<file path="config.mk">
export PLATFORM = sky130hd
export DESIGN_NAME = instr_sequencer
export DESIGN_NICKNAME = d
export VERILOG_FILES = /design/src/rtl/instr_seq_pkg.sv /design/src/rtl/opcode_onehot_dec.sv /design/src/rtl/instr_sequencer.sv
export SDC_FILE = /design/constraint.sdc
export NUM_CORES = 1
export LEC_CHECK = 0
export ABC_CLOCK_PERIOD_IN_PS = 1700
export CAP_MARGIN = 5
export CORE_UTILIZATION = 40
export DETAILED_ROUTE_END_ITERATION = 16
export DONT_BUFFER_PORTS = 1
export SLEW_MARGIN = 20
export SYNTH_ARGS = -nofsm -noshare
export SYNTH_HDL_FRONTEND = slang
export SYNTH_SLANG_ARGS = --single-unit
</file>
<file path="constraint.sdc">
create_clock -name clk -period 1.7 [get_ports clk]
set_input_delay 0.34 -clock clk [delete_from_list [all_inputs] [get_ports clk]]
set_output_delay 0.34 -clock clk [all_outputs]
set_load 0.05 [all_outputs]
</file>
<file path="src/rtl/instr_seq_pkg.sv">
// Shared types and constants for the instruction sequencer: FSM states, opcode map,
// one-hot control encodings and the long-op classifier.
package instr_seq_pkg;

  typedef enum logic [2:0] {
    ST_IDLE,
    ST_FETCH,
    ST_DECODE,
    ST_EXEC,
    ST_HALT,
    ST_FAULT
  } state_e;

  localparam int CTRL_W = 11;

  localparam logic [3:0] OP_S0  = 4'b0000;
  localparam logic [3:0] OP_S1  = 4'b0001;
  localparam logic [3:0] OP_S2  = 4'b0010;
  localparam logic [3:0] OP_S3  = 4'b0011;
  localparam logic [3:0] OP_S4  = 4'b0100;
  localparam logic [3:0] OP_S5  = 4'b0110;
  localparam logic [3:0] OP_S6  = 4'b0111;
  localparam logic [3:0] OP_S7  = 4'b1000;
  localparam logic [3:0] OP_S8  = 4'b1100;
  localparam logic [3:0] OP_S9  = 4'b1001;
  localparam logic [3:0] OP_S10 = 4'b1111;

  localparam logic [CTRL_W-1:0] CTRL_S0  = 11'h001;
  localparam logic [CTRL_W-1:0] CTRL_S1  = 11'h002;
  localparam logic [CTRL_W-1:0] CTRL_S2  = 11'h004;
  localparam logic [CTRL_W-1:0] CTRL_S3  = 11'h008;
  localparam logic [CTRL_W-1:0] CTRL_S4  = 11'h010;
  localparam logic [CTRL_W-1:0] CTRL_S5  = 11'h020;
  localparam logic [CTRL_W-1:0] CTRL_S6  = 11'h040;
  localparam logic [CTRL_W-1:0] CTRL_S7  = 11'h080;
  localparam logic [CTRL_W-1:0] CTRL_S8  = 11'h100;
  localparam logic [CTRL_W-1:0] CTRL_S9  = 11'h200;
  localparam logic [CTRL_W-1:0] CTRL_S10 = 11'h400;

  // s7, s8 and s9 drive the slow datapath paths and need the extended EXEC window
  function automatic logic is_long_op(input logic [3:0] op);
    return (op == OP_S7) || (op == OP_S8) || (op == OP_S9);
  endfunction

endpackage

</file>
<file path="src/rtl/opcode_onehot_dec.sv">
// Combinational opcode decoder: 4-bit opcode to 11-way one-hot control vector,
// with illegal-opcode and HALT flags.
module opcode_onehot_dec
  import instr_seq_pkg::*;
(
  input  logic [3:0]        opcode,
  output logic [CTRL_W-1:0] onehot,
  output logic              illegal,
  output logic              is_halt
);

  always_comb begin
    onehot  = '0;
    illegal = 1'b0;
    case (opcode)
      OP_S0:   onehot = CTRL_S0;
      OP_S1:   onehot = CTRL_S1;
      OP_S2:   onehot = CTRL_S2;
      OP_S3:   onehot = CTRL_S3;
      OP_S4:   onehot = CTRL_S4;
      OP_S5:   onehot = CTRL_S5;
      OP_S6:   onehot = CTRL_S6;
      OP_S7:   onehot = CTRL_S7;
      OP_S8:   onehot = CTRL_S8;
      OP_S9:   onehot = CTRL_S9;
      OP_S10:  onehot = CTRL_S10;
      default: illegal = 1'b1;
    endcase
    is_halt = (opcode == OP_S10);
  end

endmodule

</file>
<file path="src/rtl/instr_sequencer.sv">
// Multi-cycle fetch/decode/execute control FSM owning pc, ir and the registered ctrl vector.
// Optional INSTR_SEQ_RETIRE_CNT_EN adds a saturating retired-instruction counter output.
module instr_sequencer
  import instr_seq_pkg::*;
#(
  parameter int PC_W     = 4,
  parameter int LONG_CYC = 2
) (
  input  logic              clk,
  input  logic              reset,
  input  logic              start,
  input  logic              mem_rdy,
  input  logic [3:0]        mem_data,
  output logic              mem_req,
  output logic [PC_W-1:0]   pc,
  output logic [CTRL_W-1:0] ctrl,
  output logic              busy,
  output logic              halted,
  output logic              illegal
`ifdef INSTR_SEQ_RETIRE_CNT_EN
  ,
  output logic [15:0]       retired
`endif
);

  localparam int CNT_W = (LONG_CYC > 1) ? $clog2(LONG_CYC) : 1;
  localparam logic [CNT_W-1:0] LONG_LOAD = CNT_W'(LONG_CYC - 1);

  state_e            state_q, state_d;
  logic [PC_W-1:0]   pc_q, pc_d;
  logic [3:0]        ir_q, ir_d;
  logic [CTRL_W-1:0] ctrl_q, ctrl_d;
  logic [CNT_W-1:0]  cnt_q, cnt_d;
  logic              last_exec;
  logic              start_accept;

  logic [CTRL_W-1:0] dec_onehot;
  logic              dec_illegal;
  logic              dec_halt;

  opcode_onehot_dec u_dec (
    .opcode  (ir_q),
    .onehot  (dec_onehot),
    .illegal (dec_illegal),
    .is_halt (dec_halt)
  );

  always_ff @(posedge clk) begin
    if (reset) begin
      state_q <= ST_IDLE;
      pc_q    <= '0;
      ir_q    <= '0;
      ctrl_q  <= '0;
      cnt_q   <= '0;
    end else begin
      state_q <= state_d;
      pc_q    <= pc_d;
      ir_q    <= ir_d;
      ctrl_q  <= ctrl_d;
      cnt_q   <= cnt_d;
    end
  end

  // ctrl_d defaults to zero so ctrl drops on leaving EXEC and after the single s10 HALT cycle
  always_comb begin
    state_d      = state_q;
    pc_d         = pc_q;
    ir_d         = ir_q;
    ctrl_d       = '0;
    cnt_d        = cnt_q;
    last_exec    = 1'b0;
    start_accept = 1'b0;
    case (state_q)
      ST_IDLE, ST_HALT: begin
        if (start) begin
          start_accept = 1'b1;
          state_d      = ST_FETCH;
          pc_d         = '0;
        end
      end
      ST_FETCH: begin
        if (mem_rdy) begin
          ir_d    = mem_data;
          state_d = ST_DECODE;
        end
      end
      ST_DECODE: begin
        if (dec_illegal) begin
          state_d = ST_FAULT;
        end else if (dec_halt) begin
          state_d = ST_HALT;
          ctrl_d  = dec_onehot;
        end else begin
          state_d = ST_EXEC;
          ctrl_d  = dec_onehot;
          cnt_d   = is_long_op(ir_q) ? LONG_LOAD : '0;
        end
      end
      ST_EXEC: begin
        if (cnt_q == '0) begin
          last_exec = 1'b1;
          pc_d      = pc_q + PC_W'(1);
          state_d   = ST_FETCH;
        end else begin
          cnt_d  = cnt_q - CNT_W'(1);
          ctrl_d = ctrl_q;
        end
      end
      ST_FAULT: state_d = ST_FAULT;
      default:  state_d = ST_IDLE;
    endcase
  end

  always_comb begin
    mem_req = (state_q == ST_FETCH);
    busy    = (state_q == ST_FETCH) || (state_q == ST_DECODE) || (state_q == ST_EXEC);
    halted  = (state_q == ST_HALT);
    illegal = (state_q == ST_FAULT);
  end

  assign pc   = pc_q;
  assign ctrl = ctrl_q;

`ifdef INSTR_SEQ_RETIRE_CNT_EN
  logic [15:0] retired_q, retired_d;

  always_comb begin
    retired_d = retired_q;
    if (start_accept) begin
      retired_d = '0;
    end else if (last_exec && (retired_q != 16'hFFFF)) begin
      retired_d = retired_q + 16'd1;
    end
  end

  always_ff @(posedge clk) begin
    if (reset) begin
      retired_q <= '0;
    end else begin
      retired_q <= retired_d;
    end
  end

  assign retired = retired_q;
`endif

endmodule
</file>
# After elaboration in Yosys (flattened, before gate mapping)
# Cells that the tools add are included.
word_totals:
  register_bits: 23
  word_cells: 59
  in_bits: 8
op_classes:
  add_sub_neg: 2
  n_mux: 18
  n_reduce_logical: 14
  eq_ne: 20
ops:
  columns: ["cell", "count"]
  rows:
  - ["$pmux W11 S11", 1]
  - ["$mux W11", 2]
  - ["$pmux W11 S2", 1]
  - ["$eq A4 B4 Y1 const B", 4]
  - ["$mux W3", 5]
  - ["$pmux W3 S5", 1]
  - ["$eq A4 B3 Y1 const B", 3]
  - ["$reduce_or A11 Y1", 1]
  - ["$ne A2 B2 Y1 const B", 5]
  - ["$reduce_and A3 Y1", 3]
  - ["$eq A4 B2 Y1 const B", 2]
  - ["$mux W4", 2]
  - ["$pmux W4 S2", 1]
  - ["$eq A3 B2 Y1 const B", 2]
  - ["$eq A3 B3 Y1 const B", 2]
  - ["$add A4 B1 Y4 const B", 1]
  - ["$eq A4 B1 Y1 const B", 1]
  - ["$logic_not A4 Y1", 1]
  - ["$logic_or A1 B1 Y1", 4]
  - ["$mux W1", 4]
  - ["$reduce_bool A2 Y1", 2]
  - ["$eq A3 B1 Y1 const B", 1]
  - ["$logic_not A3 Y1", 1]
  - ["$pmux W1 S2", 1]
  - ["3 further kinds", 3]

# Depth between registers and ports, before layout
depth:
  ltp_word: 7
  ltp_mapped: 5

# Cells and area by module
# From an unflattened synthesis, not the netlist that was laid out.
unflattened:
  hier_cells: 135
  area_unflattened_um2: 1196.1
by_module_without_submodules:
  columns: ["module", "seq_area_each_um2", "area_per_inst_um2", "cells_each", "n_inst"]
  rows:
  - ["instr_sequencer", 460.4, 1081.0, 113, 1]
  - ["opcode_onehot_dec", 0.0, 115.1, 22, 1]

# Worst setup path after synthesis
# No wires, ideal clock.
synth_timing:
  path_kind: "register -> output"
  startpoint: "register state_q[1]"
  endpoint: "output busy"
  setup_slack_ps: -126
  path_buffers: 2
  stages_incl_launch_ff: 5
  arrival_time_ps: 1486
  required_time_ps: 1360
  path_cell_list: "dfxtp_1 -> buf_2 -> buf_1 -> nor2_1 -> nor2_1"
synth_between:
  elab_chain_cells: 3
  word_cells_on_any_way: 5
  cone_classes: "eq/ne (3); reduce/logical (2)"
synth_rtl:
  columns: ["item", "line_no", "rtl"]
  rows:
  - ["from (decl)", "instr_sequencer.sv:29", "state_e state_q, state_d;"]
  - ["from (signal assigned)", "instr_sequencer.sv:56", "state_q <= state_d;"]
  - ["$eq A3 B1 Y1 / $eq A3 B2 Y1 (equally long branches)", "instr_sequencer.sv:116", "busy = (state_q == ST_FETCH) || (state_q == ST_DECODE) || (state_q == ST_EXEC);"]
  - ["$logic_or A1 B1 Y1", "instr_sequencer.sv:116", null]
  - ["$logic_or A1 B1 Y1 *", "instr_sequencer.sv:116", null]
  - ["to (decl)", "instr_sequencer.sv:17", "output logic busy,"]
# Every way passes the cells marked *; elsewhere a longest branch is shown, timed or not.

# Final worst setup path
layout_timing:
  startpoint: "register state_q[2]"
  endpoint: "output mem_req"
layout_between:
  elab_chain_cells: 1
layout_rtl:
  columns: ["item", "line_no", "rtl"]
  rows:
  - ["$eq A3 B1 Y1", "instr_sequencer.sv:115", "mem_req = (state_q == ST_FETCH);"]
  - ["to (decl)", "instr_sequencer.sv:14", "output logic mem_req,"]
# Every way passes these cells.

==> metrics.yaml <==
finalHoldViolCount: 0
first_iter_violations: 13
max_stage_delay_ns: 0.39
synth-edff-count: 0
critPathCaptureType: "output pin"
fin_cells: 161
drc: 0
grt_pass1_vias: 817
post-route-util: 0.478
grt_pass1_wl_um: 3640
gr-total-overflow: 0
vias_per_cell: 5.51
avgSynthCellArea_sq_um: 8.96
yosysWarningCount: 0
critPathSlowestCell: "dfxtp_2"
dp_cells: 157
ys_types: 43
wl_per_cell_um: 14.1
gp_congestion: 0.759
crit_path_max_fanout: 9
cp.required_ns: 1.36
die_h_um: 55.1
cts.sinks: 23
synth_top_area_share: 0.408
grt_max_degree: 24
worstSetupPathType: "reg2out"
status: "finished, final reports clean"
cts_buffers: 3
maxSlewHeadroom: 0.649
power_mw: 1.18
hold_buffers: 0
cp.arrival_ns: 1.25
setup_viol: 0
drt_first_pass_iters: 4
finClkSkew_ns: 0.00322
maxSlewViolCount: 0
gr-usage-all-layers: 0.170
cap_viol_max_count: 0
io_pins: 27
ir_drop_v: 0.000739
io_buffers: 0
antenna_found_initial: 0
start_kind: "flop"
die_area_sq_mm: 0.00304
critPathTopFamily: "flip-flops"
synth_common_cells: "nor2_1, dfxtp_1, a21oi_1, a22oi_1, nand2_1"
cellPowerDensity_mw_per_mm2: 960
initial_core_util: 0.440
fmax_ghz: 0.629
wirelength_um: 2280
die_w_um: 55.1
synthesis.instances: 126
num_vias: 887
drive_gt1_frac: 0.206
period_share: 0.935
cts.path.max_buffers: 2
clock_latency_ns: 0.30
synth-main-ff-cell: "dfxtp_1"
n_fill_cell: 262
finalCriticalPeriod_ns: 1.59
hold_path.class: "in2reg"
cts_tree: "yes"
root_buffer: "clkbuf_4"
diodes: 0
synthToLayoutAreaGrowth_pct: 8.65
core_area_sq_mm: 0.00257
ys_seq_area_frac: 0.408
worstMarginPinSlew_ns: 0.525
syn-cell-area_sq_mm: 0.00113
crit_chain: "nand2b_2, nor2_1, buf_4"
layout.nets: 141
dp_hpwl_um: 1660
syn-num-nets: 135
synth_most_common_cell: "nor2_1"
ant_nets: 0
clk_pin_slew_ns: 0.12
synth_top_area_cell: "dfxtp_1"
ys_ff_latch: 23
crit_buf_inv: 1
reg2reg_slack_ns: 0.33
power.leakage_nw: 0.447
netlist_top_cells_area: "dfxtp_1, nor2_1, a22oi_1"
synth-async-reset-ratio: 0
rows: 18
htree_levels: 1
cts_setup_buffers: 0
rsz0062_at_grt: "false"
## per-stage QoR
step	setup WS (ns)	area, sq um	TNS, ns	hold WS, ns
floorplan	-0.000288	1130	-0.000288	0.419
global placement	0.288	1200	0	0.414
detailed placement	0.266	1200	0	0.415
finish	0.111	1230	0	0.0811
CTS	0.0224	1220	0	0.0659
global route	0.0138	1230	0	0.0535
## logic make-up after synthesis
group           count (synthesis)  share of synthesized area
fa+ha+maj                       1                     0.0111
buf+inv                        10                     0.0454
xor+xnor                        3                     0.0233
flops                          23                      0.408
compound gates                 27                      0.166
simple gates                   58                      0.310
mux                             4                     0.0355
## layer usage
metal / part of all wire / vias up / GRT usage
li1: - / 463 / -
met1: 0.46 / 406 / 0.205
met2: 0.49 / 16 / 0.289
met3: 0.048 / 2 / 0.0574
met4: 0.0066 / 0 / 0.0375
met5: 0 / - / 0
## report_power, final
| part | internal [mW] | total [mW] | switching [mW] |
|---|---|---|---|
| Combinational | 0.126 | 0.300 | 0.174 |
| Clock | 0.0916 | 0.244 | 0.152 |
| Sequential | 0.567 | 0.634 | 0.0664 |
| Total | 0.785 | 1.18 | 0.392 |
## cell usage in the layout (no fill, tap or decap), drive strengths merged
master   instances
nor4bb           1
o2111ai          1
and4bb           2
o21ai            4
mux2i            4
a31o             1
nor2            28
dfxtp           23
and2             1
nor4b            1
and2b            1
ha               1
and3             2
buf             10
xnor2            1
nor2b            1
o21a             1
a211oi           2
xor2             2
a311oi           1
a21oi            6
nand4b           2
inv              1
nor3             5
clkbuf           4
a22oi            6
a41oi            1
or3              1
nand2b           3
a2bb2oi          2
a32oi            2
nor3b            4
nand2            6
## flip-flops by register name, indices dropped and copies added, names as in the netlist
signal and cells:
cnt_q 1, ir_q 4, state_q 3, pc 4
ctrl 11
## worst register-to-register path: stages (launching register included)
cell      delay, ns
dfxtp_2        0.39
buf_4          0.18
nor4b_4        0.35
and4bb_2       0.27
a21oi_1        0.04
nor2_1         0.10
## final cells by class
type	instances	area [sq um]	share of cell area
multi-input combinational	93	619	0.505
inverter	1	3.75	0.00306
tap	30	37.5	0.0306
timing repair buffer	10	75.1	0.0612
sequential	23	464	0.379
clock buffer	4	26.3	0.0214
## timing repair
item                       CTS  global route
pin swaps                    0             0
setup endpoints to repair    2             1
gates resized for setup      2             1
## worst paths after layout
kind / end / start / depth (start not counted)
setup reg to reg: ctrl[2]$_SDFFE_PP0P_ / state_q[0]$_SDFFE_PP0P_ / 5
hold reg to reg: ir_q[3]$_SDFFE_PP0P_ / ir_q[3]$_SDFFE_PP0P_ / 2
hold / removal: state_q[1]$_SDFFE_PP0P_ / reset / 1
setup / recovery: mem_req / state_q[2]$_SDFFE_PP0P_ / 3
Power figures use the tool's default switching activity.
